`src/rtl/vc_buffer_ram.sv`:
```
// vc_buffer_ram
//   Multi-virtual-channel input buffer. One storage array is split into NUM_VC
//   circular FIFOs of VC_DEPTH flits each, addressed as {vc, ptr}. Per-VC write
//   pointer, read pointer and occupancy count are kept here, so the allocator
//   only names a VC. One write and one read may be accepted per cycle.
//
//   Optional feature macro: VC_BUF_RD_HOLD_EN
//     undefined : rd_data returns to 0 on any cycle without an accepted read.
//     defined   : rd_data keeps its last read value until the next accepted read.
//
// Ports
//   wr_clk    in   sole clock for both ports
//   rst_n     in   asynchronous active-low reset
//   wr_en     in   write request
//   wr_vc     in   [VCW]         target VC of the write
//   wr_data   in   [DATA_WIDTH]  flit to store
//   rd_en     in   read request
//   rd_vc     in   [VCW]         source VC of the read
//   rd_data   out  [DATA_WIDTH]  registered read data
//   rd_valid  out  rd_data holds an accepted read
//   vc_full   out  [NUM_VC]      count[v] == VC_DEPTH
//   vc_empty  out  [NUM_VC]      count[v] == 0
//   vc_count  out  [NUM_VC*CW]   packed counts, VC v at [v*CW +: CW]
//   err_ovf   out  one-cycle pulse after a rejected write
//   err_udf   out  one-cycle pulse after a rejected read
module vc_buffer_ram #(
    parameter int unsigned DATA_WIDTH = 32,
    parameter int unsigned NUM_VC     = 2,
    parameter int unsigned VC_DEPTH   = 4,
    localparam int unsigned VCW = (NUM_VC > 1) ? $clog2(NUM_VC) : 1,
    localparam int unsigned PW  = $clog2(VC_DEPTH),
    localparam int unsigned CW  = $clog2(VC_DEPTH + 1)
) (
    input  logic                   wr_clk,
    input  logic                   rst_n,
    input  logic                   wr_en,
    input  logic [VCW-1:0]         wr_vc,
    input  logic [DATA_WIDTH-1:0]  wr_data,
    input  logic                   rd_en,
    input  logic [VCW-1:0]         rd_vc,
    output logic [DATA_WIDTH-1:0]  rd_data,
    output logic                   rd_valid,
    output logic [NUM_VC-1:0]      vc_full,
    output logic [NUM_VC-1:0]      vc_empty,
    output logic [NUM_VC*CW-1:0]   vc_count,
    output logic                   err_ovf,
    output logic                   err_udf
);

    localparam int unsigned Words = NUM_VC * VC_DEPTH;

    logic [DATA_WIDTH-1:0] mem [Words];

    logic [PW-1:0] wr_ptr_q [NUM_VC];
    logic [PW-1:0] wr_ptr_d [NUM_VC];
    logic [PW-1:0] rd_ptr_q [NUM_VC];
    logic [PW-1:0] rd_ptr_d [NUM_VC];
    logic [CW-1:0] count_q  [NUM_VC];
    logic [CW-1:0] count_d  [NUM_VC];

    logic              wr_ok;
    logic              rd_ok;
    logic [NUM_VC-1:0] wr_hit;
    logic [NUM_VC-1:0] rd_hit;
    logic [VCW+PW-1:0] wr_addr;
    logic [VCW+PW-1:0] rd_addr;

    // Status comes only from registered counts.
    always_comb begin
        vc_full  = '0;
        vc_empty = '0;
        vc_count = '0;
        for (int v = 0; v < int'(NUM_VC); v++) begin
            vc_full[v]           = (count_q[v] == CW'(VC_DEPTH));
            vc_empty[v]          = (count_q[v] == '0);
            vc_count[v*CW +: CW] = count_q[v];
        end
    end

    // Range check first so an out-of-range index never selects a status bit.
    always_comb begin
        wr_ok = 1'b0;
        rd_ok = 1'b0;
        if (wr_en && (32'(wr_vc) < NUM_VC)) begin
            wr_ok = !vc_full[wr_vc];
        end
        if (rd_en && (32'(rd_vc) < NUM_VC)) begin
            rd_ok = !vc_empty[rd_vc];
        end
    end

    always_comb begin
        wr_addr = '0;
        rd_addr = '0;
        if (wr_ok) begin
            wr_addr = {wr_vc, wr_ptr_q[wr_vc]};
        end
        if (rd_ok) begin
            rd_addr = {rd_vc, rd_ptr_q[rd_vc]};
        end
    end

    always_comb begin
        wr_hit = '0;
        rd_hit = '0;
        for (int v = 0; v < int'(NUM_VC); v++) begin
            wr_hit[v]   = wr_ok && (wr_vc == VCW'(v));
            rd_hit[v]   = rd_ok && (rd_vc == VCW'(v));
            wr_ptr_d[v] = wr_ptr_q[v];
            rd_ptr_d[v] = rd_ptr_q[v];
            count_d[v]  = count_q[v];
            if (wr_hit[v]) begin
                wr_ptr_d[v] = wr_ptr_q[v] + PW'(1);
            end
            if (rd_hit[v]) begin
                rd_ptr_d[v] = rd_ptr_q[v] + PW'(1);
            end
            // Simultaneous write and read on one VC leaves the count alone.
            if (wr_hit[v] && !rd_hit[v]) begin
                count_d[v] = count_q[v] + CW'(1);
            end else if (!wr_hit[v] && rd_hit[v]) begin
                count_d[v] = count_q[v] - CW'(1);
            end
        end
    end

    always_ff @(posedge wr_clk or negedge rst_n) begin
        if (!rst_n) begin
            for (int v = 0; v < int'(NUM_VC); v++) begin
                wr_ptr_q[v] <= '0;
                rd_ptr_q[v] <= '0;
                count_q[v]  <= '0;
            end
        end else begin
            for (int v = 0; v < int'(NUM_VC); v++) begin
                wr_ptr_q[v] <= wr_ptr_d[v];
                rd_ptr_q[v] <= rd_ptr_d[v];
                count_q[v]  <= count_d[v];
            end
        end
    end

    // Storage is never reset. A read and an accepted write can never share an
    // address: reads need a non-empty VC, writes need a non-full one.
    always_ff @(posedge wr_clk) begin
        if (wr_ok) begin
            mem[wr_addr] <= wr_data;
        end
    end

    always_ff @(posedge wr_clk or negedge rst_n) begin
        if (!rst_n) begin
            rd_data  <= '0;
            rd_valid <= 1'b0;
            err_ovf  <= 1'b0;
            err_udf  <= 1'b0;
        end else begin
            rd_valid <= rd_ok;
            err_ovf  <= wr_en && !wr_ok;
            err_udf  <= rd_en && !rd_ok;
            if (rd_ok) begin
                rd_data <= mem[rd_addr];
            end else begin
`ifdef VC_BUF_RD_HOLD_EN
                rd_data <= rd_data;
`else
                rd_data <= '0;
`endif
            end
        end
    end

endmodule
```
`config.mk`:
```
export PLATFORM = sky130hd
export DESIGN_NAME = vc_buffer_ram
export DESIGN_NICKNAME = d
export VERILOG_FILES = /design/src/rtl/vc_buffer_ram.sv
export SDC_FILE = /design/constraint.sdc
export NUM_CORES = 1
export LEC_CHECK = 0
export ABC_CLOCK_PERIOD_IN_PS = 5100
export BUFFER_PORTS_ARGS = -buffer_cell sky130_fd_sc_hd__buf_4
export CAP_MARGIN = 20
export CELL_PAD_IN_SITES_DETAIL_PLACEMENT = 0
export CELL_PAD_IN_SITES_GLOBAL_PLACEMENT = 1
export CORE_MARGIN = 3
export CORE_UTILIZATION = 28
export CTS_CLUSTER_DIAMETER = 80
export DETAILED_ROUTE_END_ITERATION = 16
export GPL_TIMING_DRIVEN = 0
export PLACE_DENSITY = 0.49
export SYNTH_ARGS = -nofsm -noshare
export SYNTH_HDL_FRONTEND = slang
export SYNTH_SLANG_ARGS = --single-unit
```
`constraint.sdc`:
```
create_clock -name wr_clk -period 5.1 [get_ports wr_clk]
set_input_delay 0.255 -clock wr_clk [delete_from_list [all_inputs] [get_ports wr_clk]]
set_output_delay 0.255 -clock wr_clk [all_outputs]
set_load 0.05 [all_outputs]
```
==> impl_summary.md <==
Run status
The run finished with clean final reports.

Floorplanning
During I/O placement, the number of pins put on the boundary was 83. The starting density of the core is 28.6%. The floorplan step set the die width to 208 microns. The total die area is 0.0434 sq mm. The floorplan has 73 rows. The die is 208 microns tall. The area of the core is 0.0401 sq mm.

Clocking
The maximum buffer depth of the clock tree is 3. The H-tree generated during clock tree synthesis spans 2 levels. The post-cts hold buffer count is 33.

The CTS buffer count is 34. The buffer type at the clock tree root is clkbuf_16. The count of buffers added by post-CTS timing repair for setup is 0. TritonCTS built the clock tree. The later pin in the worst-skew pair is clocked with a latency of roughly 0.50 ns. The number of sinks driven by the clock tree is 305. After clock tree synthesis, the clock-pin slew on the worst setup and hold paths is 0.06 ns.

In this run, post-CTS repair resized a total of 0 instances.

Synth
The cell count after synthesis came out at 608. Of all flip-flops after synthesis, the portion carrying an async set or reset was roughly 16%. The post-synthesis adder-cell area fraction is less than 1%. After synthesis, the netlist uses 39 different library cells. Counting every net in the synthesized netlist gives 650. The number of enable-type register cells in the synthesized netlist is 256.

In this run the mean area of a mapped cell was 18.8 sq um. The post-synthesis compound-gate area fraction is approximately 8.1%. After synthesis the cells add up to 0.0115 sq mm. The flip-flop cell with the highest count after synthesis is edfxtp_1. The post-synthesis share of cell area spent on xor and xnor gates is less than 1%. The part of the Yosys area used for sequential elements is 77.8%.

The simple-gate area share of the yosys netlist is about 1.7%. The count of yosys warnings during synthesis is 0. The multiplexer share of the synthesized area is under 10%. The number of storage elements in the synthesis netlist is 305.

By area, the combinational part of the netlist is dominated by multiplexers.

Timing
The final count of pins violating max slew is 0. Setup repair after global routing left no endpoint under its margin. The post-route clock skew is 0.0115 ns. The setup slack of the critical path after layout is 1.86 ns. Subtracting the final worst setup slack from the clock period gives 3.24 ns. The portion of the clock cycle consumed by the worst path in the final layout is 63.6%. The final total negative setup slack is 0 ns. The hold violation total from the final report was 0. Setup violations remaining at the end of the flow were counted as 0. The tightest slew margin relative to the limit is roughly 44%. The slew of the pin with the lowest slew margin is 0.837 ns. The highest achievable clock rate is 0.308 GHz.

Routing
The first routing iteration left 385 violations. The number of remaining DRC errors is 0. The wire length per cell is 21.6 microns.

The detailed-route via count is between 6,000 and 7,000. The final wirelength is 28,700 microns. The iteration count of the initial detailed-routing pass is 5. In this run the remaining antenna-violating nets after routing total 0. In the routed layout, each cell is associated on average with a via count of between 4 and 5.

Power and ir drop
The power density relative to cell area is between 500 and 600 mW/mm^2. Summed over all cells, the static leakage comes to between 5 and 6 nW. Overall power consumption after layout is estimated at 7.71 mW. The maximum resistive drop on vdd is 204 uV.

Worst hold path
The path type of the worst min-delay path is in -> reg.

GRT
The via count of the first global-routing pass came to 6,713. The first global-routing pass estimated 43,100 microns of wire. Global routing used 13.1% of the available tracks. The met1 layer usage reported by global route is 17.5%.

Entering global routing, the biggest net connects 50 pins. The initial antenna violation count is 1. The met3 demand-to-capacity share in global routing is 2.53%. In this run the most used layer during global routing was met2. For this run, global-route usage on met2 was measured as approximately 22%. The overall overflow remaining after global route is 0.

Worst setup path
Broken down by cell family, the worst path's largest delay share belongs to simple AND/OR/NAND/NOR gates. STA classifies the critical path startpoint as a flip-flop. The required time of the critical path is 5.53 ns. Of all nets on the critical path, the largest fanout is 10. The register-to-register setup slack is 1.86 ns.

The data arrival time of the worst path is 3.67 ns. The critical path goes through or3_1 -> clkbuf_1 -> nand3_1 -> clkbuf_1 -> ha_1 -> inv_1 -> fa_1 -> xor2_1 -> nor2_1 -> xor2_1. The slowest cell on the critical path is clkbuf_1. The worst setup path is captured at a flip-flop.

In this design, the stage delay of the slowest critical-path cell is 0.52 ns. The worst setup path is of the reg -> reg kind. The combined buffer and inverter count along the critical path is 3.

Placement
The worst-case setup slack after placement is 1.76 ns. Detailed placement ended at an HPWL of roughly 18,000 microns. During placement, the flow inserted port buffers numbering 81.

The final estimated routing congestion in global placement is around 0.70.

Final layout
Leaving out fill and tap cells, the most frequent cells in the layout are edfxtp_1, buf_4, mux2i_1. The library cell used most frequently in the layout, excluding fill and tap cells, is edfxtp_1. The filler cells instantiated in the layout total approximately 3,700. The net count of the finished layout is ~820. The repair_antennas step left the layout with diodes totalling 0. The area growth from synthesis to layout is 26.3%. The ratio of cells with drive above 1 in the final layout is 22.8%.

Flow run
The number of violations of the max-capacitance limit is 0.
-- area by class of cell --
type	count	area, sq um	area share (%)
multi-input cells	259	2370	16.4
clock buffers	46	967	6.69
plain buffers	38	190	1.31
flip-flops and latches	305	8910	61.6
repair buffers	132	1190	8.20
clock inverters	15	160	1.11
well taps	525	657	4.54
inverters	6	22.5	0.156
-- where the power goes --
group / total (mW) / switching [mW] / internal, mW / leakage [nW]
Combinational: 2.03 / 1.35 / 0.674 / 1.94
Sequential: 3.24 / 0.151 / 3.09 / 2.94
Clock: 2.45 / 0.960 / 1.49 / 0.551
-- logic make-up after synthesis --
group                    after synthesis
flip-flops                           305
AO/OA/AOI/OAI                        103
multiplexers                         101
AND/OR/NAND/NOR                       38
adder cells (fa/ha/maj)                4
buffers and inverters                 44
XOR/XNOR                              13
-- worst paths after layout --
path | from | endpoint | cells past startpoint
max | vc_count[3] | vc_count[5] | 10
min | wr_data[28] | mem[3][28] | 1
max reg2reg | vc_count[3] | vc_count[5] | 10
min reg2reg | rd_ptr_q[1] | rd_ptr_q[1] | 1
max in group asynchronous | rst_n | rd_data[17] | 2
min in group asynchronous | rst_n | err_ovf | 2
-- routing by layer --
metal / up-vias / wire (microns)
li1: 2815 / -
met1: 3189 / 13000
met2: 139 / 14000
met3: 36 / 1140
met4: 2 / 472
met5: - / 13
-- registers in the layout (all words and copies together) (netlist names) --
name / count
mem: 256
rd_data: 32
vc_count: 6
rd_ptr_q: 4
wr_ptr_q: 4
err_ovf: 1
err_udf: 1
rd_valid: 1
-- synthesized netlist by cell type (all sizes together) (2+ instances only) --
master / number / area share [%]
ha: 2 / 0.22
nor3b: 3 / 0.20
o211a: 30 / 2.6
nand2: 10 / 0.33
a221oi: 30 / 2.3
mux2i: 97 / 8.5
nor2b: 3 / 0.16
or3: 2 / 0.11
nor2: 8 / 0.26
clkbuf: 22 / 0.72
o21ai: 4 / 0.17
dfrtp: 49 / 11
xor2: 7 / 0.54
and2: 2 / 0.11
a21oi: 2 / 0.087
and3: 6 / 0.33
a32oi: 2 / 0.22
mux2: 4 / 0.43
xnor2: 6 / 0.46
buf: 16 / 0.94
edfxtp: 256 / 67
fa: 2 / 0.35
inv: 6 / 0.20
o221ai: 30 / 2.3
-- per-stage QoR --
| stage | hold WS, ns | cell area [sq um] | util (%) | instances |
|---|---|---|---|---|
| after global placement | 0.381 | 12700 | 31.7 | 1214 |
| final | 0.0102 | 14500 | 36.1 | 1326 |
| after global routing | 0.00715 | 14500 | 36.1 | 1326 |
| after detailed placement | 0.406 | 13000 | 32.4 | 1232 |
| after CTS | 0.000262 | 14500 | 36.1 | 1326 |
| after floorplan | -0.0406 | 11500 | - | 608 |
No activity file was read; power rests on OpenSTA's default activity.
